==> config.mk <==
export PLATFORM = sky130hd
export DESIGN_NAME = nibble_serial_addsub
export DESIGN_NICKNAME = d
export VERILOG_FILES = /design/src/rtl/nibble_serial_addsub_pkg.sv /design/src/rtl/nibble_serial_addsub_adder.sv /design/src/rtl/nibble_serial_addsub.sv
export SDC_FILE = /design/constraint.sdc
export NUM_CORES = 1
export LEC_CHECK = 0
export CAP_MARGIN = 20
export CORE_MARGIN = 1
export CORE_UTILIZATION = 45
export CTS_CLUSTER_SIZE = 28
export DETAILED_ROUTE_END_ITERATION = 16
export PLACE_DENSITY = 0.75
export SYNTH_ARGS = -nofsm -noshare
export SYNTH_HDL_FRONTEND = slang
export SYNTH_SLANG_ARGS = --single-unit
==> constraint.sdc <==
create_clock -name clk -period 3.93 [get_ports clk]
set_input_delay 1.179 -clock clk [delete_from_list [all_inputs] [get_ports clk]]
set_output_delay 1.179 -clock clk [all_outputs]
set_load 0.05 [all_outputs]
==> src/rtl/nibble_serial_addsub_pkg.sv <==
// Shared definitions for the nibble-serial adder/subtractor: FSM encoding,
// nibble size and the nibble-index counter width.
package nibble_serial_addsub_pkg;

   typedef enum logic [1:0] {
      IDLE = 2'd0,
      BUSY = 2'd1,
      DONE = 2'd2
   } state_t;

   localparam int NIBBLE = 4;

   // Width of a counter addressing every nibble of a width-bit operand.
   function automatic int idx_width(input int width);
      return $clog2(width / NIBBLE);
   endfunction

endpackage

==> src/rtl/nibble_serial_addsub_adder.sv <==
// 4-bit carry-lookahead adder shared across all nibbles. cin_msb is the carry
// into bit 3, used to derive signed overflow on the most significant nibble.
module fourBitAdder (
   input  logic [3:0] a,
   input  logic [3:0] b,
   input  logic       cin,
   output logic [3:0] sum,
   output logic       cout,
   output logic       cin_msb
);

   logic [3:0] g;
   logic [3:0] p;
   logic [4:0] c;

   assign g = a & b;
   assign p = a ^ b;

   // Every carry is a flat sum-of-products of generate/propagate terms.
   assign c[0] = cin;
   assign c[1] = g[0] | (p[0] & c[0]);
   assign c[2] = g[1] | (p[1] & g[0]) | (p[1] & p[0] & c[0]);
   assign c[3] = g[2] | (p[2] & g[1]) | (p[2] & p[1] & g[0])
               | (p[2] & p[1] & p[0] & c[0]);
   assign c[4] = g[3] | (p[3] & g[2]) | (p[3] & p[2] & g[1])
               | (p[3] & p[2] & p[1] & g[0])
               | (p[3] & p[2] & p[1] & p[0] & c[0]);

   assign sum     = p ^ c[3:0];
   assign cout    = c[4];
   assign cin_msb = c[3];

endmodule

==> src/rtl/nibble_serial_addsub.sv <==
// WIDTH-bit add/subtract computed one nibble per clock through a single 4-bit
// CLA, LSB nibble first, with valid/ready handshakes and C/V/Z/N flags.
module nibble_serial_addsub
   import nibble_serial_addsub_pkg::*;
#(
   parameter int WIDTH = 32
) (
   input  logic             clk,
   input  logic             rst,
   input  logic             in_valid,
   output logic             in_ready,
   input  logic [WIDTH-1:0] a,
   input  logic [WIDTH-1:0] b,
   input  logic             sub,
   output logic             out_valid,
   input  logic             out_ready,
   output logic [WIDTH-1:0] result,
   output logic             cout,
   output logic             ovf,
   output logic             zero,
   output logic             neg
);

   localparam int            NNIB = WIDTH / NIBBLE;
   localparam int            CW   = idx_width(WIDTH);
   localparam logic [CW-1:0] LAST = CW'(NNIB - 1);

   state_t           state_q;
   logic [CW-1:0]    idx_q;
   logic [WIDTH-1:0] a_q;
   logic [WIDTH-1:0] b_q;
   logic             carry_q;
   logic [WIDTH-1:0] result_q;
   logic [WIDTH-1:0] result_d;
   logic             cout_q;
   logic             ovf_q;
   logic             in_ready_q;
   logic             out_valid_q;

   logic [NIBBLE-1:0] a_nibs [NNIB];
   logic [NIBBLE-1:0] b_nibs [NNIB];
   logic [NIBBLE-1:0] nib_sum;
   logic              nib_cout;
   logic              nib_cin_msb;

   // Split operands into nibble arrays and merge the new sum into its slot.
   for (genvar gi = 0; gi < NNIB; gi++) begin : g_nib
      assign a_nibs[gi] = a_q[gi*NIBBLE +: NIBBLE];
      assign b_nibs[gi] = b_q[gi*NIBBLE +: NIBBLE];
      assign result_d[gi*NIBBLE +: NIBBLE] =
         (idx_q == CW'(gi)) ? nib_sum : result_q[gi*NIBBLE +: NIBBLE];
   end

   fourBitAdder u_adder (
      .a       (a_nibs[idx_q]),
      .b       (b_nibs[idx_q]),
      .cin     (carry_q),
      .sum     (nib_sum),
      .cout    (nib_cout),
      .cin_msb (nib_cin_msb)
   );

   always_ff @(posedge clk) begin
      if (rst) begin
         state_q     <= IDLE;
         idx_q       <= '0;
         a_q         <= '0;
         b_q         <= '0;
         carry_q     <= 1'b0;
         result_q    <= '0;
         cout_q      <= 1'b0;
         ovf_q       <= 1'b0;
         in_ready_q  <= 1'b1;
         out_valid_q <= 1'b0;
      end else begin
         case (state_q)
            IDLE: begin
               if (in_valid) begin
                  // Subtraction is A + ~B + 1: invert B once, seed the carry.
                  a_q        <= a;
                  b_q        <= sub ? ~b : b;
                  carry_q    <= sub;
                  idx_q      <= '0;
                  in_ready_q <= 1'b0;
                  state_q    <= BUSY;
               end
            end
            BUSY: begin
               result_q <= result_d;
               carry_q  <= nib_cout;
               idx_q    <= idx_q + 1'b1;
               if (idx_q == LAST) begin
                  ovf_q       <= nib_cout ^ nib_cin_msb;
                  cout_q      <= nib_cout;
                  idx_q       <= '0;
                  out_valid_q <= 1'b1;
                  state_q     <= DONE;
               end
            end
            DONE: begin
               if (out_ready) begin
                  out_valid_q <= 1'b0;
                  in_ready_q  <= 1'b1;
                  state_q     <= IDLE;
               end
            end
            default: begin
               out_valid_q <= 1'b0;
               in_ready_q  <= 1'b1;
               state_q     <= IDLE;
            end
         endcase
      end
   end

   assign in_ready  = in_ready_q;
   assign out_valid = out_valid_q;
   assign result    = result_q;
   assign cout      = cout_q;
   assign ovf       = ovf_q;
   assign zero      = (result_q == '0);
   assign neg       = result_q[WIDTH-1];

endmodule

==> results of run 1 <==
## final timing paths
kind | startpoint | to | slack (ns)
setup / recovery | result[9]$_SDFFE_PP0P_ | zero | 0.59
hold / removal | a_q[12]$_SDFFE_PP0P_ | a_q[12]$_SDFFE_PP0P_ | 0.46
setup reg to reg | idx_q[0]$_SDFFE_PP0P_ | result[27]$_SDFFE_PP0P_ | 0.87
hold reg to reg | a_q[12]$_SDFFE_PP0P_ | a_q[12]$_SDFFE_PP0P_ | 0.46
## cell families after synthesis
group | count (synthesis) | share of synthesized area, %
flip-flops | 106 | 43.90
AND/OR/NAND/NOR | 206 | 19.21
adder cells (fa/ha/maj) | 11 | 3.003
AO/OA/AOI/OAI | 118 | 14.88
multiplexers | 20 | 8.284
buffers and inverters | 49 | 4.737
XOR/XNOR | 33 | 5.980
## power breakdown
part / internal [mW] / total [mW] / switching (mW)
combinational: 0.198 / 0.414 / 0.216
sequential: 1.13 / 1.16 / 0.0340
clock: 0.259 / 0.646 / 0.387
total: 1.59 / 2.22 / 0.637
## routing by layer
metal  vias up  track usage [%]  wire length, µm
li1       2067                -                -
met1      1879            27.32             4978
met2       109            34.92             5159
met3        13            3.216              483
met4         0            6.548              142
met5         -                0                0
## state kept, by name (all words and copies together) (netlist names)
signal and cells:
a_q 32, b_q 32, result 32, idx_q 3, state_q 2, carry_q 1, cout 1, in_ready 1
out_valid 1, ovf 1
## metrics by stage
step                      power (mW)  utilization [%]  area (µm²)
after floorplan                1.459                -        4833
after global placement         1.595            57.25        5937
after detailed placement       1.606            57.25        5937
after CTS                      2.236            59.05        6123
after global routing           2.326            59.05        6123
final                          2.224            59.05        6123
## worst max-delay path, stage by stage (launching register included)
cell	delay, ns
sky130_fd_sc_hd__dfxtp_1	0.34
sky130_fd_sc_hd__nor4_1	0.41
sky130_fd_sc_hd__nand4_1	0.15
sky130_fd_sc_hd__nor2_1	0.10
sky130_fd_sc_hd__clkdlybuf4s50_1	0.80
## placed cells by master (no fill, tap or decap), types with 3 or more instances in the layout
master	Yosys	layout
sky130_fd_sc_hd__buf_4	4	10
sky130_fd_sc_hd__ha_1	10	10
sky130_fd_sc_hd__nor3_1	3	3
sky130_fd_sc_hd__nand3_1	9	9
sky130_fd_sc_hd__nand2_1	103	103
sky130_fd_sc_hd__xnor2_1	33	33
sky130_fd_sc_hd__a211oi_1	34	34
sky130_fd_sc_hd__nor4_1	8	8
sky130_fd_sc_hd__mux4_2	16	16
sky130_fd_sc_hd__a21oi_1	50	50
sky130_fd_sc_hd__clkdlybuf4s50_1	0	104
sky130_fd_sc_hd__nor2_1	49	49
sky130_fd_sc_hd__dfxtp_1	106	106
sky130_fd_sc_hd__mux2i_1	4	4
sky130_fd_sc_hd__inv_1	7	7
sky130_fd_sc_hd__nand3b_1	17	17
sky130_fd_sc_hd__clkbuf_8	0	10
sky130_fd_sc_hd__a311oi_1	5	5
sky130_fd_sc_hd__o21ai_1	8	8
sky130_fd_sc_hd__o21ai_0	13	13
## area by class of cell
| cell class | instances | share of cell area, % |
|---|---|---|
| timing repair buffer | 116 | 18.39 |
| clock inverter | 5 | 0.7356 |
| sequential | 106 | 34.65 |
| inverter | 8 | 0.4904 |
| tap | 136 | 2.779 |
| clock buffer | 11 | 2.309 |
| multi-input combinational | 388 | 40.64 |
==> impl_metrics.prom, run 1 <==
# TYPE chip_impl_metric gauge
chip_impl_metric{name="grt_util_all_layers",unit="%"} 20.77
chip_impl_metric{name="gp_routability_congestion",unit=""} 0.8246
chip_impl_metric{name="fin_crit_sh",unit="%"} 85.09
chip_impl_metric{name="post_synth_inst_count",unit=""} 543
chip_impl_metric{name="register_area",unit="µm²"} 2122
chip_impl_metric{name="power_leakage",unit="nW"} 2.183
chip_impl_info{name="clk_root_buffer_cell",value="sky130_fd_sc_hd__clkbuf_8"} 1
chip_impl_metric{name="fp.dieArea",unit="µm²"} 11160
chip_impl_metric{name="std_cell_rows",unit=""} 37
chip_impl_metric{name="detail_route.vias_per_cell",unit=""} 5.283
chip_impl_metric{name="final_hold_violations",unit=""} 0
chip_impl_info{name="clock_tree_from_tritoncts",value="yes"} 1
chip_impl_metric{name="io_buffers",unit=""} 106
chip_impl_metric{name="fin_worst_hold_slack",unit="ns"} 0.4571
chip_impl_metric{name="maximum_resistive_drop_on_vdd",unit="mV"} 0.1861
chip_impl_metric{name="drt-initial-drc-count",unit=""} 197
chip_impl_metric{name="ant_nets",unit=""} 0
chip_impl_metric{name="synth.yosys.seq_area_share",unit="%"} 43.90
chip_impl_metric{name="cts_repair_resize_count",unit=""} 0
chip_impl_info{name="synth_top_cells_by_count",value="106 x sky130_fd_sc_hd__dfxtp_1, 103 x sky130_fd_sc_hd__nand2_1, 50 x sky130_fd_sc_hd__a21oi_1, 49 x sky130_fd_sc_hd__nor2_1, 34 x sky130_fd_sc_hd__a211oi_1"} 1
chip_impl_metric{name="clock_skew",unit="ns"} 0.01751
chip_impl_metric{name="cts_post_setup_buffers_inserted",unit=""} 0
chip_impl_metric{name="hold_path_cells",unit=""} 2
chip_impl_metric{name="clock-sinks",unit=""} 106
chip_impl_metric{name="core_footprint",unit="µm²"} 10370
chip_impl_metric{name="timing.critical_path.arrival",unit="ns"} 2.17
chip_impl_info{name="outcome",value="finished clean"} 1
chip_impl_metric{name="detailedPlacementHpwl",unit="µm"} 8015
chip_impl_metric{name="route.vias.total",unit=""} 4068
chip_impl_metric{name="power_density",unit="nW/µm²"} 363.2
chip_impl_metric{name="multi_input_comb_area",unit="µm²"} 2489
chip_impl_metric{name="routedWlPerCell",unit="µm"} 13.98
chip_impl_metric{name="fin_nets",unit=""} 709
chip_impl_metric{name="die_x",unit="µm"} 105.6
chip_impl_metric{name="synthesis.area_per_instance",unit="µm²"} 8.901
chip_impl_info{name="timing.critical_path.to_type",value="primary output"} 1
chip_impl_metric{name="yosysWarningCount",unit=""} 0
chip_impl_metric{name="asyncSetResetFlopFracSynth",unit="%"} 0
chip_impl_info{name="post_synth_main_area_contributors",value="sky130_fd_sc_hd__dfxtp_1 44%, sky130_fd_sc_hd__nand2_1 8.0%, sky130_fd_sc_hd__mux4_2 7.5%, sky130_fd_sc_hd__xnor2_1 6.0%, sky130_fd_sc_hd__a211oi_1 5.3%"} 1
chip_impl_metric{name="maxSlewHeadroom",unit="%"} 41.78
chip_impl_metric{name="synth.ff_latch_count",unit=""} 106
chip_impl_metric{name="postSynthNetCount",unit=""} 623
chip_impl_metric{name="placed_cells",unit=""} 754
chip_impl_metric{name="timing_worst_slew_pin_value",unit="ns"} 0.8733
chip_impl_metric{name="finalSetupTns",unit="ns"} 0
chip_impl_metric{name="grt_pass1_wl",unit="µm"} 18770
chip_impl_metric{name="antenna_found_initial",unit=""} 0
chip_impl_metric{name="flow.area_growth_from_synthesis",unit="%"} 26.69
chip_impl_metric{name="critical_path.max_fanout",unit=""} 3
chip_impl_metric{name="num-fill-cells",unit=""} 945
chip_impl_metric{name="start_util",unit="%"} 46.61
chip_impl_metric{name="post-route-worst-setup-slack",unit="ns"} 0.5859
chip_impl_metric{name="gr-total-overflow",unit=""} 0
chip_impl_metric{name="max_freq",unit="GHz"} 0.2990
chip_impl_metric{name="drt_wl_total",unit="µm"} 10770
chip_impl_metric{name="final-max-slew-violation-count",unit=""} 0
chip_impl_metric{name="depth_of_the_worst_register_to_register_path",unit=""} 10
chip_impl_metric{name="remaining_drc_errors",unit=""} 0
chip_impl_metric{name="first_global_vias",unit=""} 3989
chip_impl_info{name="min-delay-path-class",value="flip-flop to flip-flop"} 1
chip_impl_info{name="ys_dominant_reg_cell",value="sky130_fd_sc_hd__dfxtp_1"} 1
chip_impl_metric{name="synth-edff-count",unit=""} 0
chip_impl_info{name="grt_setup_unrepaired",value="no"} 1
chip_impl_metric{name="place_ws",unit="ns"} 0.8875
chip_impl_info{name="critPathLaunchType",value="flip-flop"} 1
chip_impl_metric{name="clkLatencyLatePin",unit="ns"} 0.37
chip_impl_info{name="worst-setup-path-type",value="flip-flop to primary output"} 1
chip_impl_metric{name="synthesis.area",unit="µm²"} 4833
chip_impl_metric{name="antenna_cells",unit=""} 0
chip_impl_metric{name="layout.cells.non_filler",unit=""} 770
chip_impl_info{name="synthDominantAreaCellType",value="sky130_fd_sc_hd__dfxtp_1"} 1
chip_impl_metric{name="drv_cap",unit=""} 0
chip_impl_metric{name="synth.lib_cells_used.distinct",unit=""} 43
chip_impl_metric{name="layout-drive-gt1-share",unit="%"} 7.413
chip_impl_metric{name="max-clock-path-buffers",unit=""} 2
chip_impl_metric{name="timing.final.crit_period",unit="ns"} 3.344
chip_impl_metric{name="synth_top_area_share",unit="%"} 43.90
chip_impl_metric{name="die_h",unit="µm"} 105.6
chip_impl_metric{name="pin_count",unit=""} 107
chip_impl_metric{name="cts_hold_buf",unit=""} 0
chip_impl_metric{name="numCtsBuffers",unit=""} 9
chip_impl_metric{name="setup_viol",unit=""} 0
chip_impl_metric{name="cts.reportedPaths.clkPinSlew",unit="ns"} 0.11
chip_impl_info{name="synth_most_common_cell",value="sky130_fd_sc_hd__dfxtp_1"} 1
chip_impl_metric{name="grt_max_degree",unit=""} 73
chip_impl_metric{name="htreeDepth",unit=""} 3
chip_impl_metric{name="first_pass_iters",unit=""} 4
chip_impl_metric{name="cp.required",unit="ns"} 2.75
No activity file was read; power rests on OpenSTA's default activity.
==> run 2: changes to the inputs <==
--- a/config.mk
+++ b/config.mk
@@ -5,12 +5,14 @@
 export SDC_FILE = /design/constraint.sdc
 export NUM_CORES = 1
 export LEC_CHECK = 0
+export ABC_AREA = 1
 export CAP_MARGIN = 20
 export CORE_MARGIN = 1
 export CORE_UTILIZATION = 45
 export CTS_CLUSTER_SIZE = 28
 export DETAILED_ROUTE_END_ITERATION = 16
 export PLACE_DENSITY = 0.75
+export SKIP_CTS_REPAIR_TIMING = 1
 export SYNTH_ARGS = -nofsm -noshare
 export SYNTH_HDL_FRONTEND = slang
 export SYNTH_SLANG_ARGS = --single-unit
==> run 2 against run 1 <==
  * Die area is 4.2% higher
  * Total power is 7.2% higher
  * Maximum frequency grew 2.6%
  * Clock power is 4.8% lower
  * Clock skew shrank 0.0072 ns
  * Utilization fell by 1.1 points
  * Register-to-register slack gained 0.30 ns
  * Area after synthesis increased by 4.3%
  * Via count is 15% higher
  * Largest cell class unchanged
==> impl_metrics.prom, run 2 <==
# TYPE chip_impl_metric gauge
chip_impl_metric{name="synth_top_area_share",unit="%"} 42.08
chip_impl_metric{name="first_pass_iters",unit=""} 5
chip_impl_metric{name="clkLatencyLatePin",unit="ns"} 0.38
chip_impl_metric{name="critical_path.max_fanout",unit=""} 3
chip_impl_metric{name="postSynthNetCount",unit=""} 765
chip_impl_metric{name="detailedPlacementHpwl",unit="µm"} 9398
chip_impl_metric{name="final-max-slew-violation-count",unit=""} 0
chip_impl_metric{name="synthesis.area_per_instance",unit="µm²"} 7.361
chip_impl_metric{name="clock-sinks",unit=""} 106
chip_impl_metric{name="numCtsBuffers",unit=""} 9
chip_impl_metric{name="pin_count",unit=""} 107
chip_impl_metric{name="fin_worst_hold_slack",unit="ns"} 0.4722
chip_impl_metric{name="synth_fa_ha_area_share",unit="%"} 2.878
chip_impl_metric{name="detail_route.vias_per_cell",unit=""} 5.141
chip_impl_metric{name="synth.ff_latch_count",unit=""} 106
chip_impl_info{name="min-delay-path-class",value="flip-flop to flip-flop"} 1
chip_impl_metric{name="fin_nets",unit=""} 845
chip_impl_info{name="synth_most_common_cell",value="sky130_fd_sc_hd__nor2_1"} 1
chip_impl_metric{name="drt-initial-drc-count",unit=""} 398
chip_impl_metric{name="remaining_drc_errors",unit=""} 0
chip_impl_metric{name="gr-total-overflow",unit=""} 0
chip_impl_metric{name="yosysWarningCount",unit=""} 0
chip_impl_metric{name="max_freq",unit="GHz"} 0.3069
chip_impl_metric{name="power_leakage",unit="nW"} 2.583
chip_impl_metric{name="flow.area_growth_from_synthesis",unit="%"} 25.14
chip_impl_metric{name="timing.final.crit_period",unit="ns"} 3.258
chip_impl_info{name="dominant_combinational_cell_family_by_area_after_synthesis",value="compound AO/OA/AOI/OAI gates"} 1
chip_impl_metric{name="finalSetupTns",unit="ns"} 0
chip_impl_metric{name="htreeDepth",unit=""} 3
chip_impl_metric{name="synth-edff-count",unit=""} 0
chip_impl_info{name="critPathLaunchType",value="flip-flop"} 1
chip_impl_metric{name="synth.lib_cells_used.distinct",unit=""} 30
chip_impl_metric{name="wire_length_on_met1",unit="µm"} 5998
chip_impl_info{name="grt_setup_unrepaired",value="no"} 1
chip_impl_info{name="top_signal_layer_used",value="met4"} 1
chip_impl_info{name="layout_commonest_cell",value="sky130_fd_sc_hd__nor2_1"} 1
chip_impl_info{name="synth_top_cells_by_count",value="129 x sky130_fd_sc_hd__nor2_1, 106 x sky130_fd_sc_hd__dfxtp_1, 57 x sky130_fd_sc_hd__a21oi_1, 56 x sky130_fd_sc_hd__inv_1"} 1
chip_impl_metric{name="antenna_cells",unit=""} 0
chip_impl_metric{name="num-fill-cells",unit=""} 994
chip_impl_metric{name="start_util",unit="%"} 46.31
chip_impl_metric{name="max-clock-path-buffers",unit=""} 2
chip_impl_metric{name="drv_cap",unit=""} 0
chip_impl_info{name="layout.cells.most_common_list",value="129 x sky130_fd_sc_hd__nor2_1, 106 x sky130_fd_sc_hd__dfxtp_1, 105 x sky130_fd_sc_hd__clkdlybuf4s50_1"} 1
chip_impl_metric{name="clock_skew",unit="ns"} 0.01033
chip_impl_metric{name="layout-drive-gt1-share",unit="%"} 5.455
chip_impl_metric{name="synth_compound_area_share",unit="%"} 21.41
chip_impl_metric{name="io_buffers",unit=""} 106
chip_impl_metric{name="post_synth_and_or_nand_nor_area_fraction",unit="%"} 19.06
chip_impl_metric{name="timing_worst_slew_pin_value",unit="ns"} 0.9283
chip_impl_metric{name="grt_util_all_layers",unit="%"} 23.07
chip_impl_metric{name="fin_crit_sh",unit="%"} 82.91
chip_impl_info{name="cp-startpoint",value="result[14]$_SDFFE_PP0P_"} 1
chip_impl_metric{name="ant_nets",unit=""} 0
chip_impl_metric{name="fraction_of_synthesized_area_in_multiplexers",unit="%"} 0
chip_impl_info{name="ys_dominant_reg_cell",value="sky130_fd_sc_hd__dfxtp_1"} 1
chip_impl_metric{name="first_global_vias",unit=""} 4378
chip_impl_metric{name="grt_pass1_wl",unit="µm"} 20930
chip_impl_metric{name="grt_max_degree",unit=""} 56
chip_impl_metric{name="drt_wl_total",unit="µm"} 12760
chip_impl_info{name="timing.critical_path.to_type",value="primary output"} 1
chip_impl_info{name="post_synth_main_area_contributors",value="sky130_fd_sc_hd__dfxtp_1 42%, sky130_fd_sc_hd__nor2_1 9.6%, sky130_fd_sc_hd__a21oi_1 5.7%, sky130_fd_sc_hd__o21ai_0 5.5%, sky130_fd_sc_hd__o21ai_1 4.7%"} 1
chip_impl_metric{name="route.vias.total",unit=""} 4678
chip_impl_metric{name="post_synth_inst_count",unit=""} 685
chip_impl_info{name="synthDominantAreaCellType",value="sky130_fd_sc_hd__dfxtp_1"} 1
chip_impl_metric{name="synth-xor-area-share",unit="%"} 5.732
chip_impl_metric{name="cts.reportedPaths.clkPinSlew",unit="ns"} 0.09
chip_impl_metric{name="synth.yosys.seq_area_share",unit="%"} 42.08
chip_impl_metric{name="core_footprint",unit="µm²"} 10890
chip_impl_metric{name="asyncSetResetFlopFracSynth",unit="%"} 0
chip_impl_info{name="crit-reg2reg-launch",value="idx_q[0]$_SDFFE_PP0P_"} 1
chip_impl_metric{name="cp.required",unit="ns"} 2.75
chip_impl_metric{name="setup_viol",unit=""} 0
chip_impl_metric{name="fp.dieArea",unit="µm²"} 11630
chip_impl_metric{name="power_density",unit="nW/µm²"} 377.9
chip_impl_metric{name="timing.critical_path.arrival",unit="ns"} 2.08
chip_impl_metric{name="met2RoutedLength",unit="µm"} 5876
chip_impl_metric{name="synthesis.area",unit="µm²"} 5042
chip_impl_metric{name="antenna_found_initial",unit=""} 0
chip_impl_info{name="clk_root_buffer_cell",value="sky130_fd_sc_hd__clkbuf_8"} 1
chip_impl_metric{name="die_h",unit="µm"} 107.9
chip_impl_metric{name="maximum_resistive_drop_on_vdd",unit="mV"} 0.1824
chip_impl_info{name="outcome",value="finished clean"} 1
chip_impl_metric{name="maxSlewHeadroom",unit="%"} 38.11
chip_impl_info{name="clock_tree_from_tritoncts",value="yes"} 1
chip_impl_info{name="worst-setup-path-type",value="flip-flop to primary output"} 1
chip_impl_metric{name="routedWlPerCell",unit="µm"} 14.02
chip_impl_metric{name="std_cell_rows",unit=""} 38
chip_impl_metric{name="final_hold_violations",unit=""} 0
chip_impl_info{name="hold_path_startpoint",value="b_q[21]$_SDFFE_PP0P_"} 1
chip_impl_metric{name="die_x",unit="µm"} 107.9
chip_impl_metric{name="gp_routability_congestion",unit=""} 0.9051
chip_impl_metric{name="routed-wl-met3",unit="µm"} 663
## run 2: changes by cell type after synthesis, moves of 17 or more
cell | previous run | this run
sky130_fd_sc_hd__nor2_1 | 49 | 129
sky130_fd_sc_hd__o21ai_0 | 13 | 55
sky130_fd_sc_hd__xor2_1 | 0 | 17
sky130_fd_sc_hd__nand3_1 | 9 | 26
sky130_fd_sc_hd__inv_1 | 7 | 56
sky130_fd_sc_hd__xnor2_1 | 33 | 16
sky130_fd_sc_hd__nand2_1 | 103 | 55
sky130_fd_sc_hd__o21ai_1 | 8 | 47
sky130_fd_sc_hd__a211oi_1 | 34 | 17
## run 2: cell type report
cell class              instances  area [µm²]  share of cell area [%]
well taps                     140       175.2                   2.776
clock inverters                 5       30.03                  0.4759
inverters                      66       247.7                   3.926
repair buffers                114        1116                   17.69
multi-input cells             468        2477                   39.26
clock buffers                  11       141.4                   2.241
flip-flops and latches        106        2122                   33.63
## run 2: worst paths after layout
kind / end / slack (ns) / cells past startpoint
worst min-delay path: b_q[21]$_SDFFE_PP0P_ / 0.47 / 2
worst max-delay path: zero / 0.67 / 6
worst max register to register: result[29]$_SDFFE_PP0P_ / 1.17 / 9
worst min register to register: b_q[21]$_SDFFE_PP0P_ / 0.47 / 2
## run 2: report_power, final
| part | internal, mW | leakage (nW) | switching (mW) |
|---|---|---|---|
| Clock | 0.245 | 0.0851 | 0.370 |
| Combinational | 0.223 | 1.63 | 0.367 |
| Sequential | 1.14 | 0.871 | 0.0357 |
| Total | 1.61 | 2.58 | 0.773 |
## run 2: critical path: stages, from the launching register on
cell,delay [ns]
sky130_fd_sc_hd__dfxtp_1,0.33
sky130_fd_sc_hd__nor2_1,0.14
sky130_fd_sc_hd__nand2_1,0.07
sky130_fd_sc_hd__and3b_1,0.20
sky130_fd_sc_hd__nand2_1,0.05
sky130_fd_sc_hd__nor2_1,0.10
sky130_fd_sc_hd__clkdlybuf4s50_1,0.81
## run 2: cells by family (layout without fill, tap and decap cells)
logic type / after synthesis / after routing
fa+ha+maj: 11 / 11
buf+inv: 111 / 196
xor+xnor: 33 / 33
compound gates: 198 / 198
flops: 106 / 106
simple gates: 226 / 226
## run 2: metal layers
metal  vias to the layer above  GRT usage (%)
met5                         -              0
met4                         0          9.100
met1                      2134          31.21
li1                       2406              -
met3                        17          3.027
met2                       121          37.13
## run 2: stage by stage
| step | std cells | util, % | worst slack (ns) | power, mW | cell area [µm²] |
|---|---|---|---|---|---|
| 2_1_floorplan | 685 | - | 1.179 | 1.588 | 5042 |
| 3_3_place_gp | 894 | 56.38 | 1.088 | 1.778 | 6138 |
| 3_5_place_dp | 894 | 56.38 | 1.077 | 1.787 | 6138 |
| 4_1_cts | 910 | 57.95 | 0.6664 | 2.384 | 6310 |
| 5_1_grt | 910 | 57.95 | 0.5459 | 2.509 | 6310 |
| 6_report | 910 | 57.95 | 0.6716 | 2.385 | 6310 |
==> edit 1 (settings of run 2) <==
`WIDTH`: 32 -> 64.
--- a/src/rtl/nibble_serial_addsub.sv
+++ b/src/rtl/nibble_serial_addsub.sv
@@ -4,5 +4,5 @@
    import nibble_serial_addsub_pkg::*;
 #(
-   parameter int WIDTH = 32
+   parameter int WIDTH = 64
 ) (
    input  logic             clk,
Interface: changed (resized a, b and result); port bits go from 107 to 203. No check against the original RTL was run, so the function may have changed too.
==> edit 1 against run 2 <==
- total power is 120% higher
- die area grew 86%
- synthesized area rose by 88%
- wire length up 110%
- worst setup slack worse by 260 ps
- final area increased by 96%
- sequential cell count grew 97
- clock power increased to 3.2 times the old value
==> edit 1: results (changes against run 2) <==
level count of the clock H-tree=1 (was 3); endpoint of the lowest-slack register-to-register path=result[54] (was result[29]); leading post-synthesis cells by cell area=dfxtp_1, nor2_1, o21ai_0, nand2_1, a21oi_1 (was dfxtp_1, nor2_1, a21oi_1, o21ai_0, o21ai_1); initial DRC count=607 (was 398); worst-case hold path end point=b_q[13] (was b_q[21]); min cycle time layout=3520 ps (was 3260 ps); root buffer cell=clkbuf_16 (was clkbuf_8); Synthesized Nets=1,465 (was 765); worst-case vdd ir drop=0.268 mV (was 0.182 mV); worst slew pin tran=1010 ps (was 928 ps); clock-pin slew on the worst setup and hold paths=60 ps (was 90 ps); IO Port Bufs=202 (was 106); vias in the first global route=8,592 (was 4,378); reg2reg start=idx_q[1] (was idx_q[0]); worst slack on hold paths=453 ps (was 472 ps); GRT Util Overall=24.1% (was 23.1%); Seq/Total Area, Yosys=42.8% (was 42.1%); source-to-sink clock delay at the later pin of the worst-skew pair=500 ps (was 380 ps); start point of the worst hold path=b_q[13] (was b_q[21]); internal reg-to-reg setup slack=700 ps (was 1170 ps); total number of nets in the final design=1,620 (was 845); maximum number of pins on one net before global-route repair=93 (was 56); buffer depth of the longest clock path=3 (was 2); area after detailed placement=11,700 um2 (was 6140 um2); global-route wire length before repair=42,700 um (was 20,900 um); hpwl dp=18,000 um (was 9400 um); cell depth of the worst flop-to-flop path=13 (was 9); most common library cells after synthesis=nor2_1, dfxtp_1, o21ai_0 (was nor2_1, dfxtp_1, a21oi_1); detailed-route via count=9,158 (was 4,678); status=finished clean (unchanged); share of cells above drive strength 1=5.76% (was 5.45%)
[edit 1: metrics by stage]
stage,util (%),cells
floorplan,-,1323
global placement,57.1,1725
detailed placement,57.1,1725
CTS,60.5,1763
global route,60.5,1763
finish,60.5,1763
[edit 1: worst reg2reg max path, delay by kind of cell, from the launching register on]
family                   cells  cell delay [ps]
AO/OA/AOI/OAI                3              400
flip-flops                   1              320
AND/OR/NAND/NOR              7             1540
adder cells (fa/ha/maj)      1              360
buffers and inverters        2              550
[edit 1: cell families (layout without fill, tap and decap cells)]
kind of cell / count (synthesis) / in the layout / synth area share (%)
and+or+nand+nor: 517 / 517 / 22.3
AOI/OAI and AO/OA: 336 / 336 / 19.5
DFF: 203 / 203 / 42.8
buffers and inverters: 193 / 363 / 8.12
xor gates and xnor gates: 65 / 65 / 5.99
adders and majority gates: 9 / 9 / 1.26
[edit 1: how the worst max path moves through the flow]
stage          depth (start not counted)  startpoint         end
2_1_floorplan                          7  result[63]        zero
3_3_place_gp                           7    in_valid    idx_q[0]
3_5_place_dp                          12    idx_q[2]  result[34]
4_1_cts                                8  result[63]        zero
5_1_grt                                8  result[63]        zero
6_report                               8  result[63]        zero
[edit 1: cell type report]
| cell class | count | area (um2) |
|---|---|---|
| Fill cell | 1895 | 8080 |
| Multi-Input combinational cell | 927 | 4670 |
| Sequential cell | 203 | 4070 |
| Timing Repair Buffer | 219 | 2190 |
| Clock buffer | 33 | 631 |
| Inverter | 106 | 403 |
| Tap cell | 270 | 338 |
| Clock inverter | 5 | 53.8 |
[edit 1: per-layer routing]
layer / global-route usage [%] / part of all wire (%)
met1: 32.2 / 45
met2: 40.4 / 47
met3: 3.54 / 6.4
met4: 6.55 / 2.2
met5: 0 / 0
[edit 1: report_power, final]
group	leakage [nW]	internal [W]	total, W	switching, W
sequential	1.67	0.00219	0.00224	0.0000588
combinational	3.03	0.000381	0.00101	0.000630
clock	0.339	0.00117	0.00198	0.000811
total	5.04	0.00373	0.00523	0.00150
==> edit 2 (settings of run 2) <==
Made on the original files. Put one more register stage on the output `ovf`, with the module's reset. The value now appears one clock later. The other outputs are not delayed to match.
--- a/src/rtl/nibble_serial_addsub.sv
+++ b/src/rtl/nibble_serial_addsub.sv
@@ -118,5 +118,11 @@
    assign result    = result_q;
    assign cout      = cout_q;
-   assign ovf       = ovf_q;
+   always_ff @(posedge clk) begin
+      if (rst) begin
+         ovf <= '0;
+      end else begin
+         ovf <= ovf_q;
+      end
+   end
    assign zero      = (result_q == '0);
    assign neg       = result_q[WIDTH-1];
Function: changed (a bounded check fails within 10 cycles, from zero or initial values and one cycle with rst high).
==> edit 2 against run 2 <==
- die area shrank 0.24%
- sequential cell count is 1 higher
- sequential share of layout area rose by 0.32 points
- synthesized area fell by 0.25%
- total power down 0.12%
- critical path type unchanged
- clock power grew 0.8%
- register-to-register slack worse by 400 ps
- highest routed layer unchanged
- wire length is 2.0% lower
- combinational power down 3%
- final area hardly changed
- utilization is essentially flat
- worst setup slack got worse by 170 ps
- worst hold slack worse by 27 ps
==> edit 2: results (changes against run 2) <==
number of fill cells in the layout=1,015 (was 994); wire length reported by the detailed router=12,500 um (was 12,800 um); status=finished clean (unchanged); global-route wire length before repair=20,500 um (was 20,900 um); Seq/Total Area, Yosys=42.6% (was 42.1%); metal2 WL=5870 um (was 5880 um); Cell Int Power=0.00161 W (about the same); switching power share of the total=32.6% (was 32.4%); vias in the first global route=4,448 (was 4,378); Synth cell types=28 (was 30); cell depth of the worst flop-to-flop path=10 (was 9); global-route track usage on met3=4.18% (was 3.03%); max-slew headroom at the worst pin=38.9% (was 38.1%); initial DRC count=289 (was 398); largest delay contributor family on the critical path=buffers and inverters (unchanged); wire length on met1=5740 um (was 6000 um); internal reg-to-reg setup slack=770 ps (was 1170 ps); M2 GR Usage=37.7% (was 37.1%); min cycle time layout=3430 ps (was 3260 ps); start point of the critical path=result[29] (was result[14]); most common library cells after synthesis=nor2_1, dfxtp_1, o21ai_0 (was nor2_1, dfxtp_1, a21oi_1); Core Util, Final=57.9% (was 58.0%); Synthesized Nets=762 (was 765); minimum setup slack after placement=830 ps (was 1080 ps); Arr. time, crit path=2250 ps (was 2080 ps); mean instance size in the synthesized netlist=7.38 um2 (was 7.36 um2); maximum number of pins on one net before global-route repair=67 (was 56); area after detailed placement=6130 um2 (was 6140 um2); share of cells above drive strength 1=4.19% (was 5.45%); gp weighted congestion=0.834 (was 0.905); final cell count without fillers=903 (was 910); level count of the clock H-tree=3 (unchanged); highest metal layer with signal wires=met4 (unchanged); Max stage delay on crit path=800 ps; number of antenna violations at the first check in global routing=0 (unchanged); detailed-route via count=4,715 (was 4,678); worst-case vdd ir drop=0.194 mV (was 0.182 mV); metal3 WL=757 um (was 663 um); MaxCap Viol Count=0 (unchanged); leading post-synthesis cells by cell area=dfxtp_1, o21ai_0, nor2_1, a21oi_1, inv_1 (was dfxtp_1, nor2_1, a21oi_1, o21ai_0, o21ai_1); clock-net power=0.000620 W (was 0.000615 W); peak fanout along the critical path=3 (unchanged); clock-pin slew on the worst setup and hold paths=110 ps (was 90 ps); placed cell count=888 (was 894); cell at the slowest stage of the critical path=clkdlybuf4s50_1 (unchanged); grt met1 use=29.2% (was 31.2%); Worst Clk Skew=21.2 ps (was 10.3 ps); worst setup path endpoint=zero (unchanged); leakage power=2.56 nW (was 2.58 nW); GRT Util Overall=22.5% (was 23.1%); clock buffers created by TritonCTS=9 (unchanged); total number of nets in the final design=839 (was 845); hpwl dp=8970 um (was 9400 um); reg2reg start=idx_q[1] (was idx_q[0])
edit 2: worst min-delay path by stage:
stage          startpoint       to  slack (ps)  cells after the start
3_5_place_dp        ovf_q      ovf         430                      2
3_3_place_gp        ovf_q      ovf         430                      2
5_1_grt           b_q[27]  b_q[27]         470                      2
6_report            ovf_q      ovf         450                      2
2_1_floorplan       ovf_q      ovf         400                      2
4_1_cts             ovf_q      ovf         440                      2
edit 2: cell families (layout without fill, tap and decap cells):
logic type,after synthesis,in the layout,share of synthesized area [%]
AOI/OAI and AO/OA,198,198,21.3
xor gates and xnor gates,33,33,5.75
adders and majority gates,11,11,2.89
buffers and inverters,114,195,8.83
DFF,107,107,42.6
and+or+nand+nor,219,219,18.6
edit 2: layout make-up:
type	count	share of cell area, %
clock inverters	6	0.793
inverters	68	4.05
repair buffers	112	17.7
multi-input cells	461	38.8
clock buffers	9	1.96
flip-flops and latches	107	34.0
well taps	140	2.78
